$ cat config.mk
export PLATFORM = sky130hd
export DESIGN_NAME = dac_voice_scheduler
export DESIGN_NICKNAME = d
export VERILOG_FILES = /design/src/rtl/dac_sched_pkg.sv /design/src/rtl/sync_edge_det.sv /design/src/rtl/dac_voice_scheduler.sv
export SDC_FILE = /design/constraint.sdc
export NUM_CORES = 1
export LEC_CHECK = 0
export CAP_MARGIN = 40
export CORE_AREA = 2 2 101 103
export DETAILED_ROUTE_END_ITERATION = 8
export DIE_AREA = 0 0 103 105
export PLACE_DENSITY_LB_ADDON = 0.1
export SLEW_MARGIN = 20
export SYNTH_ARGS = -nofsm -noshare
export SYNTH_HDL_FRONTEND = slang
export SYNTH_SLANG_ARGS = --single-unit
$ cat constraint.sdc
create_clock -name i_clk -period 3.37 [get_ports i_clk]
set_input_delay 0.674 -clock i_clk [delete_from_list [all_inputs] [get_ports i_clk]]
set_output_delay 0.674 -clock i_clk [all_outputs]
set_load 0.005 [all_outputs]
$ cat src/rtl/dac_sched_pkg.sv
// Shared types and constants for the DAC voice scheduler.
// - sched_state_e : scheduler FSM states
// - sample_t      : signed sample at the default width
// - SAMPLE_MAX / SAMPLE_MIN : saturation limits for sample_t
package dac_sched_pkg;

  typedef enum logic [2:0] {
    StIdle,
    StWaitFrame,
    StCollect,
    StMix,
    StHold
  } sched_state_e;

  localparam int unsigned SampleWDef = 16;

  typedef logic signed [SampleWDef-1:0] sample_t;

  localparam sample_t SAMPLE_MAX = {1'b0, {(SampleWDef - 1){1'b1}}};
  localparam sample_t SAMPLE_MIN = {1'b1, {(SampleWDef - 1){1'b0}}};

endpackage

$ cat src/rtl/sync_edge_det.sv
// Two-flop synchronizer with one-cycle rise/fall pulses derived from the
// synchronized level. An input transition shows up as a pulse after two
// clock edges and is acted on by downstream logic at the third.
// Ports:
//   i_clk    - destination clock
//   i_rst_n  - asynchronous active-low reset (all flops clear to 0)
//   async_i  - asynchronous level input
//   rise_o   - one-cycle pulse on synchronized 0->1
//   fall_o   - one-cycle pulse on synchronized 1->0
module sync_edge_det (
  input  logic i_clk,
  input  logic i_rst_n,
  input  logic async_i,
  output logic rise_o,
  output logic fall_o
);

  logic meta_q, sync_q, prev_q;

  always_ff @(posedge i_clk or negedge i_rst_n) begin
    if (!i_rst_n) begin
      meta_q <= 1'b0;
      sync_q <= 1'b0;
      prev_q <= 1'b0;
    end else begin
      meta_q <= async_i;
      sync_q <= meta_q;
      prev_q <= sync_q;
    end
  end

  assign rise_o = sync_q & ~prev_q;
  assign fall_o = ~sync_q & prev_q;

endmodule

$ cat src/rtl/dac_voice_scheduler.sv
// Time-multiplexes NUM_VOICES sample requesters into one DAC sample per LR
// frame. On the right-half start (LRCK rise) each voice gets one poll slot,
// the samples are summed, reduced to SAMPLE_W and published on the next
// left-half start (LRCK fall).
// Build option: define DAC_SCHED_ATTEN_EN to reduce the sum by an arithmetic
// shift of $clog2(NUM_VOICES); otherwise the sum is saturated to SAMPLE_W.
// Ports:
//   i_clk, i_rst_n  - system clock, asynchronous active-low reset
//   i_daclrck       - codec LR clock (asynchronous)
//   i_enable        - run enable
//   i_voice_en      - per-voice poll mask
//   i_voice_valid   - per-voice sample valid
//   i_voice_sample  - per-voice signed sample
//   o_voice_ready   - per-voice accept strobe (one slot per frame)
//   o_sound         - mixed sample, o_sound_upd pulses when it is written
//   o_underrun      - sticky per-voice missed sample flags
//   o_overrun       - sticky flag for frame edges arriving out of sequence
module dac_voice_scheduler
  import dac_sched_pkg::*;
#(
  parameter int unsigned NUM_VOICES = 4,
  parameter int unsigned SAMPLE_W   = SampleWDef
) (
  input  logic                                 i_clk,
  input  logic                                 i_rst_n,
  input  logic                                 i_daclrck,
  input  logic                                 i_enable,
  input  logic [NUM_VOICES-1:0]                i_voice_en,
  input  logic [NUM_VOICES-1:0]                i_voice_valid,
  input  logic [NUM_VOICES-1:0][SAMPLE_W-1:0]  i_voice_sample,
  output logic [NUM_VOICES-1:0]                o_voice_ready,
  output logic signed [SAMPLE_W-1:0]           o_sound,
  output logic                                 o_sound_upd,
  output logic [NUM_VOICES-1:0]                o_underrun,
  output logic                                 o_overrun
);

  localparam int unsigned IdxW = $clog2(NUM_VOICES);
  localparam int unsigned AccW = SAMPLE_W + IdxW;
  localparam logic [IdxW-1:0] LastSlot = IdxW'(NUM_VOICES - 1);

  logic lr_rise, lr_fall;

  sync_edge_det u_lrck_sync (
    .i_clk   (i_clk),
    .i_rst_n (i_rst_n),
    .async_i (i_daclrck),
    .rise_o  (lr_rise),
    .fall_o  (lr_fall)
  );

  sched_state_e                  state_q, state_d;
  logic [IdxW-1:0]               slot_q, slot_d;
  logic signed [AccW-1:0]        acc_q, acc_d;
  logic signed [SAMPLE_W-1:0]    pend_q, pend_d;
  logic signed [SAMPLE_W-1:0]    sound_q, sound_d;
  logic                          upd_q, upd_d;
  logic [NUM_VOICES-1:0]         under_q, under_d;
  logic                          over_q, over_d;
  logic                          enable_q;
  // Set when the scheduler is disabled; the next fall publishes silence once.
  logic                          force_zero_q, force_zero_d;

  logic en_rise, en_fall;
  assign en_rise = i_enable & ~enable_q;
  assign en_fall = ~i_enable & enable_q;

  // Current slot's contribution, sign-extended to accumulator width.
  logic signed [SAMPLE_W-1:0] cur_sample;
  logic signed [AccW-1:0]     add_val;
  logic                       slot_en, slot_valid;

  assign cur_sample = i_voice_sample[slot_q];
  assign slot_en    = i_voice_en[slot_q];
  assign slot_valid = i_voice_valid[slot_q];

  always_comb begin
    add_val = '0;
    if (slot_en && slot_valid) begin
      add_val = {{IdxW{cur_sample[SAMPLE_W-1]}}, cur_sample};
    end
  end

  // Reduction of the full-width sum to the DAC sample width.
  logic signed [SAMPLE_W-1:0] reduced;

`ifdef DAC_SCHED_ATTEN_EN
  assign reduced = SAMPLE_W'(acc_q >>> IdxW);
`else
  localparam logic [SAMPLE_W-1:0] SatMax = {1'b0, {(SAMPLE_W - 1){1'b1}}};
  localparam logic [SAMPLE_W-1:0] SatMin = {1'b1, {(SAMPLE_W - 1){1'b0}}};

  // The sum fits SAMPLE_W only if all bits above the sample sign bit agree.
  logic acc_ovf;
  assign acc_ovf = ~(&acc_q[AccW-1:SAMPLE_W-1]) & (|acc_q[AccW-1:SAMPLE_W-1]);

  always_comb begin
    reduced = acc_q[SAMPLE_W-1:0];
    if (acc_ovf) begin
      reduced = acc_q[AccW-1] ? SatMin : SatMax;
    end
  end
`endif

  always_comb begin
    state_d      = state_q;
    slot_d       = slot_q;
    acc_d        = acc_q;
    pend_d       = pend_q;
    sound_d      = sound_q;
    upd_d        = 1'b0;
    under_d      = under_q;
    over_d       = over_q;
    force_zero_d = force_zero_q;

    if (en_rise) begin
      under_d      = '0;
      over_d       = 1'b0;
      force_zero_d = 1'b0;
    end

    if (!i_enable) begin
      state_d = StIdle;
      slot_d  = '0;
      acc_d   = '0;
      if (en_fall) begin
        force_zero_d = 1'b1;
      end
      if (force_zero_q && lr_fall) begin
        sound_d      = '0;
        upd_d        = 1'b1;
        force_zero_d = 1'b0;
      end
    end else begin
      unique case (state_q)
        StIdle: state_d = StWaitFrame;
        StWaitFrame: begin
          // A fall here (e.g. first after reset) is not a frame boundary.
          if (lr_rise) begin
            state_d = StCollect;
            acc_d   = '0;
            slot_d  = '0;
          end
        end
        StCollect: begin
          if (lr_rise || lr_fall) begin
            over_d = 1'b1;
          end
          acc_d = acc_q + add_val;
          if (slot_en && !slot_valid) begin
            under_d[slot_q] = 1'b1;
          end
          if (slot_q == LastSlot) begin
            state_d = StMix;
          end else begin
            slot_d = slot_q + 1'b1;
          end
        end
        StMix: begin
          if (lr_rise || lr_fall) begin
            over_d = 1'b1;
          end
          pend_d  = reduced;
          state_d = StHold;
        end
        StHold: begin
          if (lr_rise) begin
            over_d = 1'b1;
          end else if (lr_fall) begin
            sound_d = pend_q;
            upd_d   = 1'b1;
            state_d = StWaitFrame;
          end
        end
        default: state_d = StIdle;
      endcase
    end
  end

  always_ff @(posedge i_clk or negedge i_rst_n) begin
    if (!i_rst_n) begin
      state_q      <= StIdle;
      slot_q       <= '0;
      acc_q        <= '0;
      pend_q       <= '0;
      sound_q      <= '0;
      upd_q        <= 1'b0;
      under_q      <= '0;
      over_q       <= 1'b0;
      enable_q     <= 1'b0;
      force_zero_q <= 1'b0;
    end else begin
      state_q      <= state_d;
      slot_q       <= slot_d;
      acc_q        <= acc_d;
      pend_q       <= pend_d;
      sound_q      <= sound_d;
      upd_q        <= upd_d;
      under_q      <= under_d;
      over_q       <= over_d;
      enable_q     <= i_enable;
      force_zero_q <= force_zero_d;
    end
  end

  // Ready decodes straight from registered state so reset drops it at once.
  always_comb begin
    o_voice_ready = '0;
    if (state_q == StCollect) begin
      o_voice_ready[slot_q] = slot_en;
    end
  end

  assign o_sound     = sound_q;
  assign o_sound_upd = upd_q;
  assign o_underrun  = under_q;
  assign o_overrun   = over_q;

endmodule

; After elaboration in Yosys (flattened, before gate mapping)
; Index checks and enable logic that the tools add are counted.
[totals]
ff_bits = 66
out_inout_bits = 26
elab_cells = 107
[classes]
bitwise_logic = 12
n_reduce_logical = 16
add_sub_neg = 2
eq_ne = 14
magnitude_cmp = 2
mux = 48
[op_table]
columns = op, count
row1 = $mux W16, 8
row2 = $mux W18, 3
row3 = $pmux W18 S2, 1
row4 = $bmux W16 S2, 1
row5 = $mux W4, 5
row6 = $add A18 B18 Y18, 1
row7 = $mux W1, 16
row8 = $mux W3, 5
row9 = $ne A3 B3 Y1 const B, 5
row10 = $pmux W3 S5, 1
row11 = $reduce_and A4 Y1, 2
row12 = $eq A3 B2 Y1 const B, 2
row13 = $mux W2, 3
row14 = $reduce_and A3 Y1, 2
row15 = $and A1 B1 Y1, 5
row16 = $not A1 Y1, 5
row17 = $and A4 B4 Y4, 1
row18 = $bmux W1 S2, 2
row19 = $logic_and A1 B1 Y1, 4
row20 = $ne A2 B1 Y1 const B, 2
row21 = $or A4 B4 Y4, 1
row22 = $pmux W2 S2, 1
row23 = $reduce_and A2 Y1, 2
row24 = $eq A3 B1 Y1 const B, 1
row25 = 15 further kinds, 15

; Longest topological paths before layout
; Gate-level depths: netlist of the first run.
[depth]
word_depth = 8
depth_mapped = 12
mapped_depth_nobuf = 11

; Modules after synthesis
; From an unflattened synthesis of the first run, not the netlist that was laid out.
[hier_totals]
cells_unflattened = 424
hier_area_um2 = 4021.4
[by_module_without_submodules]
columns = module, cells_each, seq_area_each_um2, area_each_um2, n_inst
row1 = dac_voice_scheduler, 419, 1576.5, 3931.3, 1
row2 = sync_edge_det, 5, 75.1, 90.1, 1

; Worst setup path before layout of the first run
; OpenSTA, ideal clock, no wires.
[synth_timing]
kind = register to register
startpoint = reg slot_q[0]
endpoint = reg acc_q[17]
synth_period_minus_slack_ps = 3531
path_stages_with_launch = 13
setup_slack_ps = -161
n_path_buf = 3
setup_ps = 70
arrival_time_ps = 3462
path_cell_list = dfrtp_1 -> buf_6 -> buf_1 -> mux4_2 -> and3_1 -> ha_1 -> clkbuf_1 -> a21o_1 -> o21ba_2 -> o32ai_1 -> o31a_1 -> or4_1 -> nand3b_1
[synth_via]
elab_chain_len = 7
elab_cells_between_ends = 11
cone_classes = 1 x add/sub / 9 x mux / 1 x reduce/logical
[synth_lines]
columns = element, line_no
row1 = start: declaration, dac_voice_scheduler.sv:53  ; logic [IdxW-1:0] slot_q, slot_d;
row2 = start signal: assignment, dac_voice_scheduler.sv:194  ; slot_q <= slot_d;
row3 = "$bmux W1 S2, on equally long branches", "dac_voice_scheduler.sv:74, dac_voice_scheduler.sv:75"
row4 = "$mux W1, on equally long branches", "dac_voice_scheduler.sv:74, dac_voice_scheduler.sv:75"
row5 = $logic_and A1 B1 Y1, dac_voice_scheduler.sv:79  ; if (slot_en && slot_valid) begin
row6 = $mux W18 *, dac_voice_scheduler.sv:79
row7 = $add A18 B18 Y18 *, dac_voice_scheduler.sv:149  ; acc_d = acc_q + add_val;
row8 = $pmux W18 S2 *, dac_voice_scheduler.sv:135  ; unique case (state_q)
row9 = $mux W18 *, dac_voice_scheduler.sv:122  ; if (!i_enable) begin
row10 = end signal: assignment, dac_voice_scheduler.sv:184  ; acc_q <= '0;
row11 = end signal: assignment, dac_voice_scheduler.sv:195  ; acc_q <= acc_d;
row12 = end: declaration, dac_voice_scheduler.sv:54  ; logic signed [AccW-1:0] acc_q, acc_d;
; Every way passes the cells marked *; elsewhere a longest branch is shown, timed or not. The select of a mux whose other input is x is not followed.
; A chain may end at the register's enable or synchronous reset.

; Worst setup path in the final report of the first run
; Same ends and word-level chain as after synthesis.

==> results of run 1 <==
[worst max-delay path, stage by stage, from the launching register on]
cell	delay [ns]
dfrtp_1	0.37
buf_12	0.19
mux4_2	0.62
nand2_1	0.09
a211o_1	0.15
inv_1	0.06
ha_1	0.28
a21o_1	0.19
a211oi_2	0.26
buf_4	0.16
nor3_4	0.03
o31a_1	0.23
or4_1	0.39
nand3b_1	0.10
[power groups by stage]
stage	combinational, mW	sequential (mW)	clock, mW
finish	0.289	0.819	0.635
global route	0.318	0.820	0.689
CTS	0.275	0.818	0.649
detailed placement	0.274	0.833	0
global placement	0.270	0.832	0
floorplan	0.117	0.829	0
[flip-flops by register name, summed over array words and instances, names as in the netlist, 2 cells and up]
| name | cells |
|---|---|
| o_sound | 16 |
| pend_q | 16 |
| slot_q | 2 |
| acc_q | 18 |
| o_underrun | 4 |
| state_q | 3 |
[per-stage QoR]
| stage | worst slack (ns) | util | power (mW) | area, µm² |
|---|---|---|---|---|
| global placement | -0.318 | 0.596 | 1.10 | 5750 |
| global route | 0.00708 | 0.644 | 1.83 | 6200 |
| CTS | 0.0176 | 0.617 | 1.74 | 5950 |
| detailed placement | -0.412 | 0.596 | 1.11 | 5750 |
| finish | 0.161 | 0.644 | 1.74 | 6200 |
| floorplan | 0.0403 | - | 0.946 | 4240 |
[cell usage after synthesis, types with 3 or more instances]
cell,number
clkbuf_1,21
a21o_1,6
inv_1,11
nand2_1,82
buf_1,3
xnor2_1,3
nand2b_1,6
a21oi_1,14
nand3_1,7
mux4_1,9
a21boi_0,4
o21ai_0,70
xor2_1,8
nor2_1,13
and3_1,20
dfrtp_1,66
ha_1,24
and4_1,3
nor2b_1,7
and2_1,9
mux4_2,8
nand3b_1,4
a22o_1,6
[repair_timing]
action,in CTS,in global routing
pin swaps,1,16
resized for setup,3,35
endpoints found under the setup margin,3,6
buffers inserted,0,3
gates cloned,0,2
[logic make-up after synthesis]
family / after synthesis
and+or+nand+nor: 165
AOI/OAI and AO/OA: 124
DFF: 66
buffers and inverters: 37
adders and majority gates: 25
muxes: 21
xor gates and xnor gates: 11
[per-layer routing]
metal / wire length, µm / global-route usage / share of wire / vias to the layer above
met2: 4730 / 0.306 / 0.46 / 125
met1: 4940 / 0.280 / 0.47 / 1751
li1: - / - / - / 1936
met5: 0 / 0 / 0 / -
met3: 542 / 0.0381 / 0.052 / 15
met4: 186 / 0.0555 / 0.018 / 0
[final timing paths]
kind	startpoint	to	slack, ns	cells after the start
setup / recovery	slot_q[0]	acc_q[17]	0.16	13
hold / removal	u_lrck_sync.meta_q	u_lrck_sync.sync_q	0.35	0
setup reg to reg	slot_q[0]	acc_q[17]	0.16	13
hold reg to reg	u_lrck_sync.meta_q	u_lrck_sync.sync_q	0.35	0
max in group asynchronous	i_rst_n	acc_q[10]	2.28	2
min in group asynchronous	i_rst_n	o_sound_upd	0.37	1
[final cells by class]
cell class                      count  share of cell area
Multi-Input combinational cell    347               0.422
Sequential cell                    66               0.266
Tap cell                          133              0.0268
Clock inverter                      3             0.00645
Clock buffer                       12              0.0234
Inverter                           11             0.00666
Timing Repair Buffer              162               0.248
==> flow_metrics.env, run 1 <==
export IMPL_layout_drive_gt1_share=0.186
export IMPL_peakVddDrop_v=0.000176
export IMPL_report_final_slew_viol_count=0
export IMPL_p_leak_nw=2.77
export IMPL_setup_viol=0
export IMPL_comb_power_share=0.166
export IMPL_synth_top_family_by_area="simple AND/OR/NAND/NOR gates"
export IMPL_ys_types=56
export IMPL_async_reset_ff_frac=1.00
export IMPL_drt_iter0_markers=211
export IMPL_dr_pass1_iters=4
export IMPL_grt_pass1_wl_mm=16.8
export IMPL_seq_power_share=0.470
export IMPL_fp_dieH_um=105
export IMPL_clock_skew_ns=0.00740
export IMPL_internal_power_mw=1.33
export IMPL_fin_crit_ns=3.21
export IMPL_dp_hpwl_mm=8.30
export IMPL_cts_tree="built"
export IMPL_place_gp_congestion=0.864
export IMPL_worstMarginPinSlew_ns=0.709
export IMPL_maxCapViolCount=0
export IMPL_ioPinCount=102
export IMPL_cellPowerDensity_mw_per_mm2=281
export IMPL_cts_sinks=66
export IMPL_numCtsBuffers=9
export IMPL_syn_instance_count=449
export IMPL_hold_violations=0
export IMPL_synth_edff_count=0
export IMPL_critPathLaunchType="flop"
export IMPL_syn_to_final_growth_pct=46.2
export IMPL_cp_required_ns=3.64
export IMPL_wl_mm=10.4
export IMPL_power_switching_mw=0.407
export IMPL_fin_cells=734
export IMPL_n_fill_cell=845
export IMPL_end_kind="flop"
export IMPL_multi_input_area_mm2=0.00262
export IMPL_postSynthNetCount=550
export IMPL_post_place_cells=713
export IMPL_initial_core_util=0.440
export IMPL_rsz0062_at_grt="no"
export IMPL_clk_insertion_delay_late_ns=0.34
export IMPL_die_x_um=103
export IMPL_portBuffers=101
export IMPL_drc=0
export IMPL_synth_fa_ha_area_frac=0.0755
export IMPL_hold_slack_ns=0.351
export IMPL_core_mm2=0.00964
export IMPL_swShare=0.234
export IMPL_grt_usage=0.197
export IMPL_root_buffer="clkbuf_8"
export IMPL_synth_area_per_cell_um2=9.45
export IMPL_yosys_area_top_type_share=0.389
export IMPL_row_count=36
export IMPL_antenna_found_initial=0
export IMPL_finalCritPeriodShare=0.952
export IMPL_grt_pass1_vias=3630
export IMPL_slew_headroom=0.526
export IMPL_synth_area_leader_cell="dfrtp_1"
export IMPL_final_common_cell="clkdlybuf4s50_1"
export IMPL_vias=3827
export IMPL_status="complete, no violations"
export IMPL_synth_mux_area_frac=0.108
export IMPL_nNetsFinal=698
export IMPL_critPathKind="flop to flop"
export IMPL_overflow=0
export IMPL_synth_area_leaders="dfrtp_1 39%, o21ai_0 8.3%, nand2_1 7.3%, ha_1 7.1%, mux4_1 5.6%"
export IMPL_wl_per_cell_um=14.2
export IMPL_hold_buffers=0
export IMPL_mostFrequentLayoutCells="92 x clkdlybuf4s50_1, 81 x nand2_1, 69 x o21ai_0"
export IMPL_syn_cell_area_mm2=0.00424
export IMPL_clock_path_buffers=2
export IMPL_finalSetupTns_ns=0
export IMPL_synth_ff_type="dfrtp_1"
export IMPL_ys_ff_latch=66
export IMPL_synthSimpleGateAreaFrac=0.192
export IMPL_grt_max_degree=33
export IMPL_worstPathArrival_ns=3.48
export IMPL_ys_seq_area_frac=0.389
export IMPL_synth_compound_area_share=0.176
export IMPL_dieArea_mm2=0.0108
export IMPL_fmax_mhz=312
export IMPL_ant_nets=0
export IMPL_synth_xor_area_share=0.0227
export IMPL_num_antenna_cells=0
export IMPL_seqCellArea_mm2=0.00165
export IMPL_cts_htree_levels=3
export IMPL_clkSlewWorstSetupHoldPaths_ns=0.07
export IMPL_clockPowerShare=0.364
export IMPL_viasPerCell=5.21
export IMPL_crit_fanout=23
export IMPL_holdCritPathClass="flop to flop"
export IMPL_yosys_warnings=0
Power figures use the tool's default switching activity.
==> run 2: changes to the inputs <==
--- a/config.mk
+++ b/config.mk
@@ -9,7 +9,9 @@
 export CORE_AREA = 2 2 101 103
 export DETAILED_ROUTE_END_ITERATION = 8
 export DIE_AREA = 0 0 103 105
+export HOLD_SLACK_MARGIN = 0.03
 export PLACE_DENSITY_LB_ADDON = 0.1
+export REMOVE_ABC_BUFFERS = 1
 export SLEW_MARGIN = 20
 export SYNTH_ARGS = -nofsm -noshare
 export SYNTH_HDL_FRONTEND = slang
==> run 2 against run 1 <==
Die area stayed put; critical path type is now input pin to flop; design area fell by 0.61%; first-iteration DRC count stayed put; register-to-register slack got worse by 0.06 ns; critical path depth down 1; utilization is 0.39 points lower; highest routed layer unchanged; clock power grew 26%.
==> flow_metrics.env, run 2 (synthesis results as in run 1) <==
export IMPL_crit_path_cell_trace="clkdlybuf4s50_1 -> mux4_2 -> nand2_1 -> a211o_1 -> inv_1 -> ha_1 -> a21o_1 -> a211oi_4 -> nor3_2 -> o31a_1 -> or4_1 -> nand3b_1"
export IMPL_overflow=0
export IMPL_r2r_end="acc_q[17]"
export IMPL_antenna_found_initial=0
export IMPL_slew_headroom=0.548
export IMPL_end_kind="flop"
export IMPL_die_x_um=103
export IMPL_comb_power_share=0.149
export IMPL_hold_buffers=0
export IMPL_rrSetupSlack_ns=0.10
export IMPL_worstMarginPinSlew_ns=0.676
export IMPL_num_antenna_cells=0
export IMPL_grt_max_degree=38
export IMPL_power_switching_mw=0.431
export IMPL_root_buffer="clkbuf_8"
export IMPL_n_fill_cell=843
export IMPL_r2r_cells=12
export IMPL_dr_pass1_iters=5
export IMPL_report_final_slew_viol_count=0
export IMPL_clk_insertion_delay_late_ns=0.34
export IMPL_final_area_mm2=0.00617
export IMPL_seq_power_share=0.431
export IMPL_dieArea_mm2=0.0108
export IMPL_grt_usage=0.200
export IMPL_cts_htree_levels=3
export IMPL_vias=3883
export IMPL_portBuffers=101
export IMPL_drt_iter0_markers=211
export IMPL_power_mw=1.90
export IMPL_dpl_cell_area_mm2=0.00575
export IMPL_row_count=36
export IMPL_regMostFlops="acc_q"
export IMPL_status="complete, no violations"
export IMPL_setup_slack_ns=0.0416
export IMPL_fin_crit_ns=3.33
export IMPL_finalSetupTns_ns=0
export IMPL_clock_skew_ns=0.0103
export IMPL_final_common_cell="clkdlybuf4s50_1"
export IMPL_dp_hpwl_mm=8.26
export IMPL_clockPowerShare=0.420
export IMPL_seqCellArea_mm2=0.00165
export IMPL_finalCritPeriodShare=0.988
export IMPL_mostFrequentLayoutCells="96 x clkdlybuf4s50_1, 82 x nand2_1, 70 x o21ai_0"
export IMPL_holdCritPathClass="input pin to asynchronous set/reset pin"
export IMPL_critPathKind="input pin to flop"
export IMPL_syn_to_final_growth_pct=45.3
export IMPL_nNetsFinal=699
export IMPL_place_gp_congestion=0.876
export IMPL_fp_dieH_um=105
export IMPL_initial_core_util=0.440
export IMPL_internal_power_mw=1.47
export IMPL_hold_violations=0
export IMPL_clock_path_buffers=2
export IMPL_place_ws_ns=-0.487
export IMPL_grt_pass1_vias=3840
export IMPL_fmax_mhz=300
export IMPL_core_mm2=0.00964
export IMPL_max_stage_delay_ns=0.52
export IMPL_ioPinCount=102
export IMPL_cts_sinks=66
export IMPL_viasPerCell=5.28
export IMPL_ant_nets=0
export IMPL_r2r_start="slot_q[0]"
export IMPL_slowest_stage="mux4_2"
export IMPL_largest_register_ffs=18
export IMPL_wl_per_cell_um=14.4
export IMPL_rsz0062_at_grt="yes"
export IMPL_cts_tree="built"
export IMPL_grt_pass1_wl_mm=17.5
export IMPL_crit_fanout=6
export IMPL_fin_cells=736
export IMPL_cellPowerDensity_mw_per_mm2=308
export IMPL_clkSlewWorstSetupHoldPaths_ns=0.08
export IMPL_setup_viol=0
export IMPL_peakVddDrop_v=0.000151
export IMPL_cp_num_buf_inv=2
export IMPL_drc=0
export IMPL_cp_required_ns=3.63
export IMPL_worstPathArrival_ns=3.59
export IMPL_critical_path_top_delay_family="compound AO/OA/AOI/OAI gates"
export IMPL_layout_drive_gt1_share=0.179
export IMPL_multi_input_area_mm2=0.00256
export IMPL_swShare=0.227
export IMPL_p_leak_nw=2.72
export IMPL_wl_mm=10.6
export IMPL_maxCapViolCount=0
export IMPL_post_place_cells=715
export IMPL_numCtsBuffers=9
export IMPL_critPathLaunchType="input pin"
run 2: cell count changes in the layout (fill, tap and decap cells not counted), sizes merged:
cell,delta
clkbuf,-3
bufinv,+2
clkinvlp,+1
buf,+2
dlymetal6s2s,-4
clkdlybuf4s50,+4
run 2: power groups by stage:
stage               sequential, mW  combinational, mW  clock [mW]
floorplan                    0.833              0.102           0
global placement             0.833              0.264           0
detailed placement           0.834              0.272           0
CTS                          0.818              0.273       0.815
global route                 0.821              0.311       0.850
finish                       0.819              0.282       0.798
run 2: worst max-delay path by stage:
stage                           from        end  slack, ns  cells after the start
global route        i_voice_valid[2]  acc_q[17]      -0.05                     12
global placement       i_voice_en[1]  acc_q[13]      -0.41                     11
CTS                    i_voice_en[0]  acc_q[17]      -0.03                     11
detailed placement     i_voice_en[1]  acc_q[14]      -0.49                     13
finish              i_voice_valid[2]  acc_q[17]       0.04                     12
floorplan                  slot_q[0]  acc_q[17]      -0.44                      9
run 2: cell type report:
cell class              count  share of cell area
inverters                  11             0.00670
clock inverters             6              0.0187
well taps                 133              0.0270
repair buffers            163               0.244
flip-flops and latches     66               0.268
clock buffers              10              0.0207
multi-input cells         347               0.415
run 2: worst reg2reg max path: cells and delay by family (launching register included):
family                     cells  cell delay [ns]
and+or+nand+nor                4             0.73
buffers and inverters          2             0.25
muxes                          1             0.58
DFF                            1             0.45
AOI/OAI and AO/OA              4             0.94
adders and majority gates      1             0.27
run 2: routing by layer:
| layer | track usage | wire length, µm |
|---|---|---|
| met2 | 0.311 | 4930 |
| met1 | 0.280 | 4930 |
| met5 | 0 | 0 |
| met4 | 0.0667 | 128 |
| met3 | 0.0381 | 598 |
run 2: repair_timing:
item,CTS,global route
cloned,0,2
setup endpoints to repair,6,7
resized for setup,2,22
setup buffers,0,2
pin swaps,0,5
run 2: stage by stage:
step                 util  hold WS (ns)
finish              0.640         0.352
global route        0.640         0.365
detailed placement  0.597         0.338
floorplan               -         0.331
global placement    0.597         0.334
CTS                 0.621         0.356
==> run 3: changes to the inputs <==
--- a/config.mk
+++ b/config.mk
@@ -12,7 +12,9 @@
 export HOLD_SLACK_MARGIN = 0.03
 export PLACE_DENSITY_LB_ADDON = 0.1
 export REMOVE_ABC_BUFFERS = 1
+export SKIP_LAST_GASP = 1
 export SLEW_MARGIN = 20
 export SYNTH_ARGS = -nofsm -noshare
 export SYNTH_HDL_FRONTEND = slang
 export SYNTH_SLANG_ARGS = --single-unit
+export TNS_END_PERCENT = 20
==> run 3 against run 2 <==
Global-route usage is the same; routed wire length is essentially flat; worst setup slack gained 0.0014 ns; clock skew is essentially flat; combinational power is essentially flat; clock power is essentially flat; critical path type unchanged; first-iteration DRC count is the same; design area shrank 0.12%.
==> flow_metrics.env, run 3 (synthesis results as in run 1) <==
export IMPL_n_fill_cell=845
export IMPL_r2r_start="slot_q[0]"
export IMPL_multi_input_area_mm2=0.00255
export IMPL_rsz0062_at_grt="yes"
export IMPL_cts_sinks=66
export IMPL_overflow=0
export IMPL_regMostFlops="acc_q"
export IMPL_status="complete, no violations"
export IMPL_fp_dieH_um=105
export IMPL_root_buffer="clkbuf_8"
export IMPL_num_antenna_cells=0
export IMPL_cts_htree_levels=3
export IMPL_grt_pass1_vias=3840
export IMPL_comb_power_share=0.148
export IMPL_dp_hpwl_mm=8.26
export IMPL_peakVddDrop_v=0.000151
export IMPL_antenna_found_initial=0
export IMPL_core_mm2=0.00964
export IMPL_power_mw=1.90
export IMPL_dr_pass1_iters=5
export IMPL_grt_max_degree=38
export IMPL_cp_required_ns=3.63
export IMPL_use_met3=0.0381
export IMPL_layout_drive_gt1_share=0.176
export IMPL_viasPerCell=5.30
export IMPL_grt_pass1_wl_mm=17.5
export IMPL_clockPowerShare=0.421
export IMPL_globalRoute_busiestLayer="met2"
export IMPL_critPathKind="input pin to flop"
export IMPL_swShare=0.227
export IMPL_worstPathArrival_ns=3.59
export IMPL_setup_viol=0
export IMPL_power_switching_mw=0.431
export IMPL_cellPowerDensity_mw_per_mm2=308
export IMPL_r2r_cells=12
export IMPL_fin_cells=736
export IMPL_clock_path_buffers=2
export IMPL_use_met2=0.311
export IMPL_vias=3904
export IMPL_finish_utilization=0.639
export IMPL_die_x_um=103
export IMPL_r2r_end="acc_q[17]"
export IMPL_seqCellArea_mm2=0.00165
export IMPL_internal_power_mw=1.47
export IMPL_wl_per_cell_um=14.4
export IMPL_critical_path_top_delay_family="compound AO/OA/AOI/OAI gates"
export IMPL_slowest_stage="mux4_2"
export IMPL_worstMarginPinSlew_ns=0.676
export IMPL_initial_core_util=0.440
export IMPL_p_leak_nw=2.73
export IMPL_hold_violations=0
export IMPL_max_stage_delay_ns=0.52
export IMPL_slew_headroom=0.548
export IMPL_grtUsageMet1=0.280
export IMPL_fin_crit_ns=3.33
export IMPL_clkSlewWorstSetupHoldPaths_ns=0.08
export IMPL_end_kind="flop"
export IMPL_grt_usage=0.200
export IMPL_cp_num_buf_inv=2
export IMPL_drt_iter0_markers=211
export IMPL_maxCapViolCount=0
export IMPL_ant_nets=0
export IMPL_finalCritPeriodShare=0.987
export IMPL_numCtsBuffers=9
export IMPL_wl_mm=10.6
export IMPL_crit_path_cell_trace="clkdlybuf4s50_1 -> mux4_2 -> nand2_1 -> a211o_1 -> inv_1 -> ha_1 -> a21o_1 -> a211oi_4 -> nor3_2 -> o31a_1 -> or4_1 -> nand3b_1"
export IMPL_crit_fanout=6
export IMPL_final_common_cell="clkdlybuf4s50_1"
export IMPL_mostFrequentLayoutCells="96 x clkdlybuf4s50_1, 82 x nand2_1, 70 x o21ai_0"
export IMPL_cts_tree="built"
export IMPL_clk_insertion_delay_late_ns=0.34
export IMPL_place_gp_congestion=0.876
export IMPL_syn_to_final_growth_pct=45.1
export IMPL_holdCritPathClass="input pin to asynchronous set/reset pin"
export IMPL_largest_register_ffs=18
export IMPL_report_final_slew_viol_count=0
export IMPL_ioPinCount=102
export IMPL_critPathLaunchType="input pin"
export IMPL_fmax_mhz=301
export IMPL_seq_power_share=0.431
export IMPL_dieArea_mm2=0.0108
export IMPL_clock_skew_ns=0.0102
export IMPL_post_place_cells=715
export IMPL_portBuffers=101
export IMPL_nNetsFinal=699
export IMPL_drc=0
export IMPL_row_count=36
export IMPL_critPathLaunch="i_voice_valid[2]"
export IMPL_rrSetupSlack_ns=0.10
run 3: worst register-to-register path, delay by kind of cell (launching register included):
| family | cells | cell delay (ns) |
|---|---|---|
| adders and majority gates | 1 | 0.27 |
| and+or+nand+nor | 4 | 0.73 |
| muxes | 1 | 0.58 |
| DFF | 1 | 0.45 |
| buffers and inverters | 2 | 0.25 |
| AOI/OAI and AO/OA | 4 | 0.94 |
run 3: per-layer routing:
| metal | wire length (µm) | vias to the layer above | share of wire |
|---|---|---|---|
| met5 | 0 | - | 0 |
| met4 | 131 | 0 | 0.012 |
| met3 | 667 | 12 | 0.063 |
| met2 | 4910 | 159 | 0.46 |
| met1 | 4860 | 1790 | 0.46 |
| li1 | - | 1943 | - |
run 3: worst max-delay path by stage:
stage	slack (ns)	cells after the start	end
6_report	0.04	12	acc_q[17]
5_1_grt	-0.05	12	acc_q[17]
4_1_cts	-0.03	11	acc_q[17]
3_5_place_dp	-0.49	13	acc_q[14]
3_3_place_gp	-0.41	11	acc_q[13]
2_1_floorplan	-0.44	9	acc_q[17]
run 3: layout make-up:
type / instances / area share
Sequential cell: 66 / 0.268
Inverter: 11 / 0.00670
Clock buffer: 10 / 0.0207
Multi-Input combinational cell: 347 / 0.414
Clock inverter: 6 / 0.0187
Timing Repair Buffer: 163 / 0.244
Tap cell: 133 / 0.0270
run 3: power by group through the flow:
stage / logic, mW / clock network (mW) / registers, mW
floorplan: 0.102 / 0 / 0.833
global placement: 0.264 / 0 / 0.833
detailed placement: 0.272 / 0 / 0.834
CTS: 0.273 / 0.815 / 0.818
global route: 0.310 / 0.850 / 0.821
finish: 0.282 / 0.799 / 0.819
run 3: repair_timing:
item	4_1_cts	5_1_grt
buffers inserted	0	2
resized for setup	2	19
gates cloned	0	2
pin swaps	0	5
hold buffers	0	0
endpoints found under the setup margin	6	7
run 3: per-stage QoR:
step	cell area, µm²	worst slack (ns)	hold slack, ns	TNS [ns]
after floorplan	4130	-0.439	0.331	-1.44
after global placement	5750	-0.409	0.334	-2.96
after detailed placement	5750	-0.487	0.338	-3.88
after CTS	5990	-0.0318	0.356	-0.0318
after global routing	6160	-0.0487	0.365	-0.107
final	6160	0.0430	0.351	0
==> RTL edit: new RTL, config.mk and constraints of run 1 <==
Set the package constant `SampleWDef` to 8 (it was 16).
--- a/src/rtl/dac_sched_pkg.sv
+++ b/src/rtl/dac_sched_pkg.sv
@@ -12,7 +12,7 @@
     StHold
   } sched_state_e;
 
-  localparam int unsigned SampleWDef = 16;
+  localparam int unsigned SampleWDef = 8;
 
   typedef logic signed [SampleWDef-1:0] sample_t;
 
Interface: changed (resized i_voice_sample and o_sound); port bits go from 102 to 62. The function was not compared with the original's and may differ.
==> RTL edit against run 1 <==
Highest routed layer unchanged; cell area fell by 43%; sequential cell count fell by 24; setup slack got worse by 0.025 ns; largest power group unchanged; total power fell by 43%; via count fell by 46%; clock power fell by 51%; cell count fell by 37%; area after synthesis fell by 40%; critical endpoint is now acc_q[9]; largest cell class unchanged; global-route usage fell by 8.1 points; routed wire length fell by 43%.
==> RTL edit: results (changes against run 1) <==
Largest register FFs = 10 (was 18)
Register area share after synthesis = 41.3% (was 38.9%)
Initial antenna violation count = 0 (unchanged)
Yosys warnings = 0 (unchanged)
Root Driver = clkbuf_8 (unchanged)
CTS H-tree lvls = 2 (was 3)
Fraction of layout cells with a size suffix above 1 = 15.9% (was 18.6%)
Post-synth top area share = 41.3% (was 38.9%)
Worst reg2reg endpoint = acc_q[6] (was acc_q[17])
Initial DRC Count = 61 (was 211)
Ys async rst share = 100% (unchanged)
Num CTS Buffers = 5 (was 9)
Post-DR vias/cell = 4.45 (was 5.21)
Status = complete, no violations (unchanged)
Pleak = 1.63 nW (was 2.77 nW)
Synth top area cells = dfrtp_1, ha_1, o21ai_0, nand2_1, mux4_1 (was dfrtp_1, o21ai_0, nand2_1, ha_1, mux4_1)
Worst-case reg-to-reg path depth = 12 (was 13)
Clock Pin Slew Worst Setup and Hold Paths = 0.08 ns
CP max-delay cell = mux4_2 (unchanged)
GRT Total Usage = 11.6% (was 19.7%)
CP max FO = 5 (was 23)
Hold crit path type = in -> async (was reg -> reg)
HPWL after detailed placement = 4.58 mm (was 8.30 mm)
CP peak stage delay = 0.54 ns (was 0.62 ns)
Synth top cells by count = dfrtp_1, nand2_1, o21ai_0 (was nand2_1, o21ai_0, dfrtp_1)
Largest net degree at the start of global routing = 29 (was 33)
Syn_nets = 311 (was 550)
First-pass GRT wire length = 10.0 mm (was 16.8 mm)
Fillers = 1,018 (was 845)
CTS Buffer Depth = 2 (unchanged)
TritonRoute pass-1 iters = 4 (unchanged)
Post-synth cell types = 51 (was 56)
Register area = 1050 sq um (was 1650 sq um)
R2R Setup Slk = 0.30 ns (was 0.16 ns)
Clk_skew = 0.00782 ns (was 0.00740 ns)
Post-Place Cell Area = 3450 sq um (was 5750 sq um)
Clock latency on the worst-skew pair = 0.29 ns (was 0.34 ns)
Port Buffer Count = 61 (was 101)
Main synth FF type = dfrtp_1 (unchanged)
Reg with most FFs = acc_q (unchanged)
Peak VDD IR = 131 uV (was 176 uV)
# diodes = 0 (unchanged)
Placer congestion estimate = 0.752 (was 0.864)
Worst r2r src = slot_q[0] (unchanged)
Fin nets = 394 (was 698)
Cell family with most CP delay = buffers and inverters (was compound AO/OA/AOI/OAI gates)
Tightest Pin Transition = 0.513 ns (was 0.709 ns)
Crit path DAT = 3.45 ns (was 3.48 ns)
Vias in the first global route = 2,090 (was 3,630)
Final wirelength = 5.89 mm (was 10.4 mm)
RTL edit: cell count changes after synthesis, sizes merged, moves of 8 or more:
cell	before	now
nand2	82	40
o21ai	70	35
dfrtp	66	42
clkbuf	21	7
and3	20	7
a21oi	14	4
ha	24	16
mux4	17	9
RTL edit: worst max path at each step:
stage / slack, ns / cells after the start / start / endpoint
6_report: 0.14 / 11 / i_voice_en[3] / acc_q[9]
5_1_grt: 0.002 / 11 / i_voice_en[3] / acc_q[6]
4_1_cts: 0.0001 / 7 / i_voice_en[3] / o_voice_ready[3]
3_5_place_dp: -0.26 / 12 / i_voice_valid[1] / acc_q[9]
3_3_place_gp: -0.20 / 12 / i_voice_valid[1] / acc_q[9]
2_1_floorplan: 0.33 / 11 / i_voice_valid[1] / acc_q[9]
RTL edit: worst reg2reg max path, delay by kind of cell (launching register included):
family	cells	cell delay, ns
compound gates	4	0.72
flops	1	0.45
buf+inv	2	0.28
mux	1	0.57
fa+ha+maj	2	0.37
simple gates	3	0.58
RTL edit: kinds of logic after synthesis:
group | Yosys count | share of synthesized area (%)
DFF | 42 | 41.3
buffers and inverters | 19 | 3.10
AOI/OAI and AO/OA | 65 | 16.3
xor gates and xnor gates | 4 | 1.38
muxes | 14 | 10.8
and+or+nand+nor | 89 | 18.4
adders and majority gates | 17 | 8.66
RTL edit: what timing repair did:
item | 4_1_cts | 5_1_grt
buffers inserted | 0 | 2
endpoints found under the setup margin | 0 | 7
gates resized for setup | 0 | 9
RTL edit: final cells by class:
cell class / instances / area share (%)
multi-input combinational: 189 / 39.8
sequential: 42 / 29.6
timing repair buffer: 84 / 22.6
tap: 133 / 4.67
clock buffer: 5 / 1.93
inverter: 11 / 1.16
clock inverter: 2 / 0.281
RTL edit: power by group:
group          switching [W]  leakage [nW]  total [W]  internal [W]
registers         0.00000917         0.571   0.000523      0.000514
logic              0.0000645          1.02   0.000164     0.0000990
clock network       0.000172        0.0438   0.000311      0.000139
total               0.000246          1.63   0.000998      0.000753
RTL edit: stage by stage:
| stage | TNS (ns) | std cells | setup slack [ns] | hold slack, ns |
|---|---|---|---|---|
| 2_1_floorplan | 0 | 250 | 0.332 | 0.331 |
| 3_3_place_gp | -0.515 | 456 | -0.203 | 0.337 |
| 3_5_place_dp | -0.610 | 457 | -0.259 | 0.335 |
| 4_1_cts | 0 | 464 | 0.000132 | 0.326 |
| 5_1_grt | 0 | 466 | 0.00249 | 0.337 |
| 6_report | 0 | 466 | 0.136 | 0.318 |
RTL edit: routing by layer:
layer  vias to the layer above  global-route usage, %  part of all wire (%)
met5                         -                      0                     0
met3                         6                   2.61                   5.1
met4                         0                   3.85                   1.7
met2                        57                   18.1                    44
met1                       949                   15.7                    49
li1                       1060                      -                     -
